==> src/rtl/traffic_pkg.sv <==
// Shared encodings for the N-phase traffic sequencer: FSM states and lamp drive codes.
package traffic_pkg;

    typedef enum logic [1:0] {
        ST_ALL_RED = 2'd0,
        ST_GREEN   = 2'd1,
        ST_YELLOW  = 2'd2,
        ST_FLASH   = 2'd3
    } state_t;

    localparam logic [2:0] LAMP_GREEN  = 3'b001;
    localparam logic [2:0] LAMP_YELLOW = 3'b010;
    localparam logic [2:0] LAMP_RED    = 3'b100;
    localparam logic [2:0] LAMP_DARK   = 3'b000;

endpackage

==> src/rtl/traffic_rr_select.sv <==
// Rotating find-first: returns the first phase at or after ptr with demand set,
// or ptr itself when nothing is requested.
module traffic_rr_select #(
    parameter int NUM_PHASES = 4
) (
    input  logic [NUM_PHASES-1:0]         demand,
    input  logic [$clog2(NUM_PHASES)-1:0] ptr,
    output logic [$clog2(NUM_PHASES)-1:0] sel
);
    localparam int IDX_W = $clog2(NUM_PHASES);

    logic [IDX_W-1:0] cand;

    // Walk from the farthest offset down so the closest requesting phase wins.
    always_comb begin
        sel  = ptr;
        cand = '0;
        for (int k = NUM_PHASES - 1; k >= 0; k--) begin
            if (int'(ptr) + k >= NUM_PHASES) begin
                cand = IDX_W'(int'(ptr) + k - NUM_PHASES);
            end else begin
                cand = IDX_W'(int'(ptr) + k);
            end
            if (demand[cand]) begin
                sel = cand;
            end
        end
    end

endmodule

==> src/rtl/traffic_phase_ctrl.sv <==
// N-phase GREEN/YELLOW/ALL_RED sequencer with demand-driven phase skipping.
// Optional flashing-yellow mode is built when TRAFFIC_FLASH_EN is defined.
//
// state      | meaning
// -----------+-----------------------------------------------------------
// ST_ALL_RED | clearance, every lamp red; next phase picked on last cycle
// ST_GREEN   | served phase green for its latched green time
// ST_YELLOW  | served phase yellow; ptr advances on exit
// ST_FLASH   | all lamps blink yellow/dark while flash is held
module traffic_phase_ctrl
    import traffic_pkg::*;
#(
    parameter int NUM_PHASES  = 4,
    parameter int CNT_W       = 8,
    parameter int YELLOW_CYC  = 2,
    parameter int ALL_RED_CYC = 1,
    parameter int FLASH_CYC   = 3
) (
    input  logic                          clk,
    input  logic                          rst,
`ifdef TRAFFIC_FLASH_EN
    input  logic                          flash,
`endif
    input  logic [NUM_PHASES*CNT_W-1:0]   green_time,
    input  logic [NUM_PHASES-1:0]         demand,
    output logic [NUM_PHASES*3-1:0]       light,
    output logic [$clog2(NUM_PHASES)-1:0] phase_idx,
    output logic [1:0]                    state_o,
    output logic [CNT_W-1:0]              count,
    output logic                          phase_start
);
    localparam int               IDX_W    = $clog2(NUM_PHASES);
    localparam logic [CNT_W-1:0] YEL_LIM  = CNT_W'(YELLOW_CYC);
    localparam logic [CNT_W-1:0] AR_LIM   = CNT_W'(ALL_RED_CYC);
    localparam logic [CNT_W-1:0] FL_LIM   = CNT_W'(FLASH_CYC);
    localparam logic [IDX_W-1:0] LAST_IDX = IDX_W'(NUM_PHASES - 1);

    state_t           state, state_nxt;
    logic [CNT_W-1:0] count_nxt, green_lim, green_lim_nxt;
    logic [IDX_W-1:0] phase_nxt, ptr, ptr_nxt, sel;
    logic             pstart_nxt, flash_dark, flash_dark_nxt, flash_req;

`ifdef TRAFFIC_FLASH_EN
    assign flash_req = flash;
`else
    assign flash_req = 1'b0;
`endif

    traffic_rr_select #(.NUM_PHASES(NUM_PHASES)) u_rr_select (
        .demand (demand),
        .ptr    (ptr),
        .sel    (sel)
    );

    always_ff @(posedge clk or posedge rst) begin
        if (rst) begin
            state       <= ST_ALL_RED;
            count       <= '0;
            phase_idx   <= '0;
            ptr         <= '0;
            green_lim   <= '0;
            phase_start <= 1'b0;
            flash_dark  <= 1'b0;
        end else begin
            state       <= state_nxt;
            count       <= count_nxt;
            phase_idx   <= phase_nxt;
            ptr         <= ptr_nxt;
            green_lim   <= green_lim_nxt;
            phase_start <= pstart_nxt;
            flash_dark  <= flash_dark_nxt;
        end
    end

    always_comb begin
        state_nxt      = state;
        count_nxt      = count;
        phase_nxt      = phase_idx;
        ptr_nxt        = ptr;
        green_lim_nxt  = green_lim;
        pstart_nxt     = 1'b0;
        flash_dark_nxt = flash_dark;
        if (flash_req && state != ST_FLASH) begin
            state_nxt      = ST_FLASH;
            count_nxt      = '0;
            flash_dark_nxt = 1'b0;
        end else begin
            case (state)
                ST_ALL_RED: begin
                    if (count < AR_LIM) begin
                        count_nxt = count + CNT_W'(1);
                    end else begin
                        count_nxt     = '0;
                        state_nxt     = ST_GREEN;
                        phase_nxt     = sel;
                        green_lim_nxt = green_time[int'(sel)*CNT_W +: CNT_W];
                        pstart_nxt    = 1'b1;
                    end
                end
                ST_GREEN: begin
                    if (count < green_lim) begin
                        count_nxt = count + CNT_W'(1);
                    end else begin
                        count_nxt = '0;
                        state_nxt = ST_YELLOW;
                    end
                end
                ST_YELLOW: begin
                    if (count < YEL_LIM) begin
                        count_nxt = count + CNT_W'(1);
                    end else begin
                        count_nxt = '0;
                        state_nxt = ST_ALL_RED;
                        ptr_nxt   = (phase_idx == LAST_IDX) ? '0 : phase_idx + IDX_W'(1);
                    end
                end
                ST_FLASH: begin
                    // Without a live request (or without the feature) this falls back to clearance.
                    if (!flash_req) begin
                        state_nxt      = ST_ALL_RED;
                        count_nxt      = '0;
                        flash_dark_nxt = 1'b0;
                    end else if (count < FL_LIM) begin
                        count_nxt = count + CNT_W'(1);
                    end else begin
                        count_nxt      = '0;
                        flash_dark_nxt = ~flash_dark;
                    end
                end
                default: begin
                    state_nxt = ST_ALL_RED;
                    count_nxt = '0;
                end
            endcase
        end
    end

    assign state_o = state;

    always_comb begin
        light = '0;
        for (int i = 0; i < NUM_PHASES; i++) begin
            light[i*3 +: 3] = LAMP_RED;
            if (state == ST_FLASH) begin
                light[i*3 +: 3] = flash_dark ? LAMP_DARK : LAMP_YELLOW;
            end else if (phase_idx == IDX_W'(i)) begin
                case (state)
                    ST_GREEN:  light[i*3 +: 3] = LAMP_GREEN;
                    ST_YELLOW: light[i*3 +: 3] = LAMP_YELLOW;
                    default:   light[i*3 +: 3] = LAMP_RED;
                endcase
            end
        end
    end

endmodule

==> config.mk <==
export PLATFORM = sky130hd
export DESIGN_NAME = traffic_phase_ctrl
export DESIGN_NICKNAME = d
export VERILOG_FILES = /design/src/rtl/traffic_pkg.sv /design/src/rtl/traffic_rr_select.sv /design/src/rtl/traffic_phase_ctrl.sv
export SDC_FILE = /design/constraint.sdc
export NUM_CORES = 1
export LEC_CHECK = 0
export CAP_MARGIN = 20
export CORE_UTILIZATION = 35
export DETAILED_ROUTE_END_ITERATION = 8
export HOLD_SLACK_MARGIN = 0.15
export PLACE_DENSITY_LB_ADDON = 0.12
export SETUP_SLACK_MARGIN = 0.3
export SYNTH_ARGS = -nofsm -noshare
export SYNTH_HDL_FRONTEND = slang
export SYNTH_SLANG_ARGS = --single-unit
==> constraint.sdc <==
create_clock -name clk -period 1.7 [get_ports clk]
set_input_delay 0.255 -clock clk [delete_from_list [all_inputs] [get_ports clk]]
set_output_delay 0.255 -clock clk [all_outputs]
set_load 0.005 [all_outputs]
==> impl_metrics.yaml <==
worst_setup_path:
  path_class: "reg -> reg"
  r2r-end: "count[0]$_DFF_PP0_"
  cp.required_ps: 1860
  cp_data_arrival_time_ps: 1960
  endpoint_kind: "register"
  crit_fanout: 5
  reg2reg_setup_slack_ps: -100
  startpoint_type: "register"
  r2r_start: "green_lim[4]$_DFFE_PP0P_"
  worstRegToRegCells: 6
drt:
  wl_per_cell_um: 15.1
  ant_nets: 0
  drc: 0
  drtPass1Iterations: 4
  drt_iter0_drc: 45
  via_count: 1976
  vias_per_cell: 5.13
  drt-total-wl_mm: 5.81
synth:
  yosysTopAreaCellShare_pct: 31.5
  synthesis.area_um2: 1830
  ys_seq_elements: 23
  synth_ff_type: "dfrtp_1"
  syn_area_per_cell_um2: 9.19
  yosysTopAreaCell: "dfrtp_1"
  yosys-top-cells-area: "dfrtp_1 31%, ha_1 13%, inv_1 4.9%, a221oi_1 4.8%, mux2i_1 4.4%"
  yosysSeqAreaShare_pct: 31.5
  syn_inst: 199
  syn_nets: 256
  synth_most_common_cell: "inv_1"
  synth.distinct_cells: 39
  synth_common_cells: "24 x inv_1, 23 x dfrtp_1, 19 x ha_1"
  synth_edf_count: 0
  async_flop_share_pct: 100
  yosys_warnings: 0
sta:
  fin_crit_ps: 1800
  rsz0062_at_grt: "true"
  clock.fmax_mhz: 556
  relSlewSlack_pct: 76.7
  fin_crit_sh_pct: 106
  hold_violations: 0
  fin_ws_ps: -98.3
  worst_slew_pin_slew_ps: 349
  finalSetupViolations: 16
  slew_violations: 0
  fin_skew_ps: 4.70
clock_tree:
  clk_path_buf_depth: 2
  path_clk_slew_ps: 80
  holdBufCountCts: 0
  clockRootBuffer: "clkbuf_8"
  clock_latency_ps: 260
  cts_made_buffers: 3
  cts_sinks: 23
  cts_tree: "yes"
  htreeDepth: 1
cells_and_area:
  final_cells: 385
  drive_above_1_share_pct: 47.5
  n_antenna_cell: 0
  nNetsFinal: 376
  fillCellCount: 412
  synthToLayoutAreaGrowth_pct: 86.2
  fin_util_pct: 69.8
  stdcell_area_um2: 3410
power:
  combPwrFrac_pct: 75.5
  seq_power_share_pct: 18.0
  switching_share_pct: 42.3
  pwr-share-clk_pct: 6.4
  power_density_nw_per_um2: 1560
  p_leak_nw: 1.60
  p_int_w: 0.00307
  total_power_w: 0.00532
  peakVddDrop_v: 0.000652
  p_switching_w: 0.00225
floorplan:
  num_rows: 25
  coreArea_um2: 4880
  die-area_um2: 5520
  die_h_um: 74.3
  die_x_um: 74.3
  ios: 63
  start_util_pct: 37.5
global_route:
  grt_max_degree: 24
  grt_pass1_vias: 1953
  grt-ovfl-total: 0
  antenna_found_initial: 0
  grt_pass1_wl_mm: 9.14
  grt_use_total_pct: 21.3
placement:
  post-dp-hpwl_mm: 3.76
  port_buffers: 62
  dp_cells: 354
  dpl_cell_area_um2: 2770
  gp_congestion: 0.747
min_path:
  hp-class: "in -> async"
status:
  violations: "negative setup slack"
  status: "finished, violations left"
run:
  cap_violations: 0
[power by group through the flow]
stage	Combinational, W	Clock (W)	Sequential, W
2_1_floorplan	0.00157	0	0.000933
3_3_place_gp	0.00273	0	0.000933
3_5_place_dp	0.00277	0	0.000940
4_1_cts	0.00358	0.000356	0.000949
5_1_grt	0.00433	0.000369	0.000988
6_report	0.00402	0.000343	0.000960
[layout make-up]
type                    instances  area (µm²)  area share (%)
multi-input cells             147        1500            43.9
well taps                      67        83.8            2.46
flip-flops and latches         23         578            17.0
clock buffers                   4        45.0            1.32
inverters                      24        95.1            2.79
repair buffers                120        1110            32.5
[flip-flops by register name (all words and copies together) (netlist names)]
register,count
state_o,2
phase_idx,2
phase_start,1
count,8
ptr,2
green_lim,8
[critical path: stages, from the launching register on]
cell      delay [ps]
dfrtp_1          410
inv_2             80
ha_4             200
a21o_1           180
a221oi_4         400
o21ai_4          140
a221oi_2         290
[placed cells by master (no fill, tap or decap), types with 2 or more instances in the layout]
master / n
a211oi_1: 4
a211oi_2: 5
a21o_1: 5
a21oi_1: 5
a21oi_2: 7
a221oi_2: 8
a31oi_1: 7
and2_1: 2
and2_4: 5
and3_1: 2
and3_4: 4
buf_2: 9
buf_4: 28
buf_6: 35
clkbuf_2: 2
clkbuf_8: 3
clkdlybuf4s50_1: 34
dfrtp_1: 21
dfrtp_2: 2
dlygate4sd2_1: 11
ha_1: 7
ha_2: 4
ha_4: 8
inv_1: 18
inv_2: 5
mux2i_1: 8
nand2_1: 10
nand2_2: 2
nand3_1: 2
nand4_1: 3
nor2_1: 11
nor2b_2: 3
nor2b_4: 2
o21ai_1: 2
o21ai_4: 3
xnor2_1: 5
[cells by family (layout without fill, tap and decap cells)]
| group | count (synthesis) | after routing | share of synthesized area (%) |
|---|---|---|---|
| xor gates and xnor gates | 6 | 6 | 2.87 |
| and+or+nand+nor | 50 | 52 | 14.0 |
| buffers and inverters | 31 | 148 | 8.28 |
| DFF | 23 | 23 | 31.5 |
| AOI/OAI and AO/OA | 60 | 60 | 24.8 |
| muxes | 10 | 10 | 5.61 |
| adders and majority gates | 19 | 19 | 13.0 |
[routing by layer]
| layer | up-vias | global-route usage (%) | wire, µm |
|---|---|---|---|
| met4 | 0 | 4.82 | 60 |
| met5 | - | 0 | 0 |
| met1 | 968 | 28.0 | 2520 |
| met2 | 46 | 37.9 | 3060 |
| li1 | 956 | - | - |
| met3 | 6 | 1.90 | 169 |
[worst max path at each step]
| stage | endpoint | startpoint | slack (ps) | depth (start not counted) |
|---|---|---|---|---|
| after global routing | count[0]$_DFF_PP0_ | green_lim[2]$_DFFE_PP0P_ | -160 | 7 |
| after detailed placement | green_lim[0]$_DFFE_PP0P_ | demand[2] | -440 | 6 |
| after floorplan | state_o[0]$_DFFE_PP0P_ | count[2]$_DFF_PP0_ | -20 | 6 |
| after CTS | state_o[0]$_DFFE_PP0P_ | green_lim[4]$_DFFE_PP0P_ | -110 | 6 |
| after global placement | green_lim[1]$_DFFE_PP0P_ | demand[2] | -360 | 6 |
| final | count[0]$_DFF_PP0_ | green_lim[4]$_DFFE_PP0P_ | -100 | 6 |
[metrics by stage]
step	hold WS, ps	TNS [ps]	setup slack, ps
floorplan	257	-18.3	-15.7
CTS	348	-871	-108
finish	343	-625	-98.3
global placement	563	-4300	-364
detailed placement	560	-4980	-438
global route	375	-2050	-164
[repair_timing]
action	in CTS	in global routing
buffers inserted	19	5
cloned	3	0
endpoints found under the setup margin	46	39
pin swaps	12	10
gates resized for setup	142	42
No activity file was read; power rests on OpenSTA's default activity.
